File: src/rtl/seq_generator.sv
// Serial frame transmitter: buffers one parallel word behind a valid/ready handshake
// and shifts it out MSB-first on dout/dout_vld, with an optional idle gap between frames.
module seq_generator #(
   parameter int WIDTH = 18,
   parameter int GAP   = 0,
   parameter int CNT_W = 8
) (
   input  logic             clk,
   input  logic             rst,
   input  logic             load_vld,
   input  logic [WIDTH-1:0] load_data,
   output logic             load_rdy,
   output logic             dout,
   output logic             dout_vld,
   output logic             busy,
   output logic             frame_done,
   output logic [CNT_W-1:0] frame_cnt
);

   localparam int IDX_W = $clog2(WIDTH);
   localparam int GAP_W = (GAP > 1) ? $clog2(GAP) : 1;
   localparam logic [IDX_W-1:0] LAST_IDX = IDX_W'(WIDTH - 1);

   typedef enum logic [1:0] {
      S_IDLE,
      S_SHIFT,
      S_GAP
   } state_e;

   state_e             state_q, state_d;
   logic [WIDTH-1:0]   hold_q, hold_d;
   logic               hold_full_q, hold_full_d;
   logic [WIDTH-1:0]   shift_q, shift_d;
   logic [IDX_W-1:0]   idx_q, idx_d;
   logic [GAP_W-1:0]   gap_q, gap_d;
   logic               dout_q, dout_d;
   logic               dout_vld_q, dout_vld_d;
   logic               frame_done_q, frame_done_d;
   logic [CNT_W-1:0]   cnt_q, cnt_d;
   logic               busy_q, busy_d;
   logic               accept;
   logic               reload;

   assign load_rdy   = !hold_full_q && !rst;
   assign accept     = load_vld && load_rdy;

   assign dout       = dout_q;
   assign dout_vld   = dout_vld_q;
   assign busy       = busy_q;
   assign frame_done = frame_done_q;
   assign frame_cnt  = cnt_q;

   // NOTE: every signal written here gets a default first, so no path leaves it
   // unassigned and no latch is inferred.
   always_comb begin
      state_d      = state_q;
      hold_d       = hold_q;
      hold_full_d  = hold_full_q;
      shift_d      = shift_q;
      idx_d        = idx_q;
      gap_d        = gap_q;
      cnt_d        = cnt_q;
      dout_d       = 1'b0;
      dout_vld_d   = 1'b0;
      frame_done_d = 1'b0;
      reload       = 1'b0;

      // accept and reload are exclusive: one needs the hold empty, the other full
      if (accept) begin
         hold_d      = load_data;
         hold_full_d = 1'b1;
      end

      case (state_q)
         S_IDLE: begin
            reload = hold_full_q;
            if (!hold_full_q) state_d = S_IDLE;
         end
         S_SHIFT: begin
            dout_d     = shift_q[WIDTH-1];
            dout_vld_d = 1'b1;
            shift_d    = {shift_q[WIDTH-2:0], 1'b0};
            idx_d      = idx_q + IDX_W'(1);
            if (idx_q == LAST_IDX) begin
               frame_done_d = 1'b1;
               cnt_d        = cnt_q + CNT_W'(1);
               if (GAP > 0) begin
                  state_d = S_GAP;
                  gap_d   = GAP_W'(GAP - 1);
               end else if (hold_full_q) begin
                  reload = 1'b1;
               end else begin
                  state_d = S_IDLE;
               end
            end
         end
         S_GAP: begin
            if (gap_q == '0) begin
               if (hold_full_q) reload = 1'b1;
               else             state_d = S_IDLE;
            end else begin
               gap_d = gap_q - GAP_W'(1);
            end
         end
         default: state_d = S_IDLE;
      endcase

      if (reload) begin
         shift_d     = hold_q;
         hold_full_d = 1'b0;
         idx_d       = '0;
         state_d     = S_SHIFT;
      end
   end

   assign busy_d = (state_d != S_IDLE) || hold_full_d;

   // NOTE: sequential state uses non-blocking assignments so every register samples
   // pre-edge values; the combinational block above uses blocking ones.
   always_ff @(posedge clk) begin
      if (rst) begin
         state_q      <= S_IDLE;
         hold_full_q  <= 1'b0;
         shift_q      <= '0;
         idx_q        <= '0;
         gap_q        <= '0;
         dout_q       <= 1'b0;
         dout_vld_q   <= 1'b0;
         frame_done_q <= 1'b0;
         cnt_q        <= '0;
         busy_q       <= 1'b0;
      end else begin
         state_q      <= state_d;
         hold_full_q  <= hold_full_d;
         shift_q      <= shift_d;
         idx_q        <= idx_d;
         gap_q        <= gap_d;
         dout_q       <= dout_d;
         dout_vld_q   <= dout_vld_d;
         frame_done_q <= frame_done_d;
         cnt_q        <= cnt_d;
         busy_q       <= busy_d;
      end
   end

   // NOTE: the hold data needs no reset; hold_full_q alone says whether it is meaningful.
   always_ff @(posedge clk) begin
      hold_q <= hold_d;
   end

endmodule

File: config.mk
export PLATFORM = sky130hd
export DESIGN_NAME = seq_generator
export DESIGN_NICKNAME = d
export VERILOG_FILES = /design/src/rtl/seq_generator.sv
export SDC_FILE = /design/constraint.sdc
export NUM_CORES = 1
export LEC_CHECK = 0
export ABC_AREA = 1
export BUFFER_PORTS_ARGS = -buffer_cell sky130_fd_sc_hd__buf_2
export CAP_MARGIN = 15
export CORE_ASPECT_RATIO = 1.25
export CORE_UTILIZATION = 55
export CTS_BUF_LIST = sky130_fd_sc_hd__clkbuf_4
export CTS_CLUSTER_DIAMETER = 60
export DETAILED_ROUTE_END_ITERATION = 7
export GPL_TIMING_DRIVEN = 0
export PLACE_DENSITY = 0.8
export SYNTH_ARGS = -nofsm -noshare
export SYNTH_HDL_FRONTEND = slang
export SYNTH_SLANG_ARGS = --single-unit
File: constraint.sdc
create_clock -name clk -period 4.9 [get_ports clk]
set_input_delay 0.735 -clock clk [delete_from_list [all_inputs] [get_ports clk]]
set_output_delay 0.735 -clock clk [all_outputs]
set_load 0.05 [all_outputs]
==> out/results.tsv <==
stage	metric	value	unit
outcome	status	finished clean	
synthesis	Syn. warnings	0	
final_layout	Antenna Diode Count	0	
worst_setup_path	CP startpoint kind	input pin	
global_routing	met2 usage	35.8	%
synthesis	Adder-Cell Fraction of Synth Area	1.56	%
synthesis	compound-gate portion of the synthesized area	10.6	%
sta	Final Setup Violations	0	
power_and_ir_drop	Total Power	0.000828	W
die	row count	26	
worst_setup_path	Max FO, Critical Path	10	
die	total die area	4650	um^2
synthesis	Synth top cells by count	nor2_1 (43), dfxtp_1 (38), nand2_1 (36)	
sta	Max Clk Rate	0.489	GHz
synthesis	Synth Register Bits	56	
clocking	H-tree Lvls	2	
synthesis	xor and xnor area share after synthesis	1.09	%
worst_setup_path	Critical Path AT	1.31	ns
synthesis	largest family of logic cells by synthesized area	simple AND/OR/NAND/NOR gates	
synthesis	synth unique cells	31	
global_routing	GR Util met1	21.9	%
drt	DR pass1 iterations	4	
die	io pins	34	
clocking	clock buffer count from CTS	5	
die	Die H	76.0	um
worst_setup_path	Crit. End Element	output port	
clocking	Setup Fix Bufs, Post-CTS	0	
synthesis	most frequent cell after synthesis	nor2_1	
synthesis	sequential area share after synthesis	54.0	%
drt	Vias/cell	5.01	
global_routing	largest net degree at the start of global routing	19	
power_and_ir_drop	Max rail drop VDD	0.198	mV
global_routing	gr usage total	20.1	%
min_path	Hold Path Depth	2	
min_path	Hold Path Class	reg2reg	
sta	worst clock skew	0.0213	ns
placement	placed cell area	2660	um^2
synthesis	mapped cell area	2410	um^2
drt	WL/cell	11.1	um
synthesis	Main synth FF type	dfxtp_1	
clocking	CTS tree	done	
sta	unrepaired setup endpoints after global routing	false	
final_layout	Core Util, Final	65.7	%
drt	Vias	1880	
min_path	WHS Endpoint	shift_q[0]	
drt	drt first-iter violations	123	
clocking	Hold Buf Count CTS	0	
sta	fin crit share	41.7	%
worst_setup_path	worst r2r dst	shift_q[5]	
final_layout	share of cells above drive strength 1	22.6	%
worst_setup_path	crit path cell chain	buf_2 -> nor2_1 -> buf_2	
sta	Final min period	2.05	ns
drt	routed wire length	4180	um
clocking	clk sinks	56	
sta	worst hold slack	0.477	ns
drt	remaining antenna violation count after routing	0	
synthesis	Synth top area share	31.6	%
worst_setup_path	worst reg2reg setup slack	3.39	ns
final_layout	synthesis-to-finish area growth	12.7	%
placement	gpl congestion	0.799	
clocking	Skew-Pair Late Insertion Delay	0.39	ns
final_layout	Final #Nets	342	
global_routing	Congestion Overflow GR	0	
synthesis	fraction of registers with async set/reset	0	%
synthesis	number of synthesized flops with an enable pin	18	
global_routing	GR Util met3	4.92	%
worst_setup_path	CP max stage cell	buf_2	
clocking	clk slew on worst S/H paths	0.16	ns
die	Core ar.	4130	um^2
synthesis	Synthesized Nets	302	
global_routing	antenna violations before repair	0	
clocking	Resize count post-CTS	0	
clocking	clock root buffer	clkbuf_4	
die	die width	61.2	um
flow_run	max_cap viols	0	
clocking	clock tree buffer depth	2	
synthesis	gate count of the mapped netlist	278	
global_routing	busiest grt layer	met2	
worst_setup_path	crit path kind	in2out	
sta	Final Hold Viols	0	
synthesis	Synth Area in Simple Gates	24.2	%
placement	hpwl dp	2970	um
synthesis	top cells by area, synth	dfxtp_1 (32%), edfxtp_1 (22%), nor2_1 (6.7%)	
synthesis	post-synthesis mux area share	0	%
sta	setup_tns	0	ns
power_and_ir_drop	cell area power density	305	nW/um^2
synthesis	area leader, netlist	dfxtp_1	
worst_setup_path	max incr delay on CP	0.27	ns
synthesis	Syn Area/Cell	8.67	um^2
power_and_ir_drop	leakage power	1.22	nW
global_routing	vias in the first global route	1718	
final_layout	fin area	2720	um^2
worst_setup_path	WP data required	4.16	ns
worst_setup_path	Crit path top cell by count	buf_2	
die	Starting Density	58.4	%
drt	DRC violations left	0	
worst_setup_path	Reg2Reg Depth	9	
global_routing	first-pass GRT wire length	7050	um
sta	Slew Limit Fails	0	
placement	IO buf count	32	
worst_setup_path	worst reg2reg path startpoint	idx_q[0]	
min_path	hold_sp	shift_q[0]	
-- report_power, final --
group          leakage, nW  internal, W  total, W  switching [W]
clock               0.0360    0.0000580  0.000202       0.000144
combinational        0.710    0.0000400  0.000107      0.0000672
sequential           0.477     0.000506  0.000518      0.0000125
total                 1.22     0.000604  0.000828       0.000224
-- final cells by class --
type | instances | area (um^2)
plain buffers | 12 | 77.6
inverters | 33 | 124
clock inverters | 3 | 21.3
clock buffers | 5 | 37.5
multi-input cells | 177 | 913
fillers | 356 | 1420
flip-flops and latches | 56 | 1300
well taps | 56 | 70.1
repair buffers | 33 | 171
-- cell usage in the layout, fill, tap and decap left out, types with 3 or more instances in the layout --
cell type / n
nand2_2: 3
inv_2: 4
a21oi_2: 5
buf_2: 37
nand2_1: 36
nand3_1: 23
edfxtp_1: 18
nor3_2: 3
nor2_1: 43
dfxtp_1: 38
buf_6: 3
and3_1: 3
ha_1: 3
clkbuf_4: 5
buf_4: 3
nand4_1: 3
o21ai_0: 20
inv_1: 29
a21oi_1: 19
-- how the worst max path moves through the flow --
stage | start | to | slack, ns
CTS | rst | load_rdy | 2.85
finish | rst | load_rdy | 2.85
global route | rst | load_rdy | 2.81
floorplan | rst | hold_q[0] | 2.27
global placement | rst | hold_q[2] | 1.74
detailed placement | rst | load_rdy | 2.85
-- kinds of logic after synthesis --
logic type,Yosys count
flops,56
fa+ha+maj,3
xor+xnor,3
simple gates,123
buf+inv,45
other cells,1
compound gates,47
-- through the flow --
step / cells / setup slack [ns]
after floorplan: 278 / 2.27
after global placement: 366 / 1.74
after detailed placement: 367 / 2.85
after CTS: 375 / 2.85
after global routing: 375 / 2.81
final: 375 / 2.85
-- flip-flops by register name, indices dropped and copies added, names as in the netlist --
signal,cells
busy,1
dout,1
dout_vld,1
frame_cnt,8
frame_done,1
hold_full_q,1
hold_q,18
idx_q,5
shift_q,18
state_q,2
-- critical path, delay by kind of cell --
| kind | cells | cell delay (ns) |
|---|---|---|
| and+or+nand+nor | 1 | 0.12 |
| buffers and inverters | 2 | 0.45 |
-- layer usage --
layer | vias up | part of all wire (%)
met2 | 53 | 50
met4 | 0 | 1.4
met3 | 6 | 4.5
met5 | - | 0
met1 | 842 | 44
li1 | 979 | -
Power figures use the tool's default switching activity.
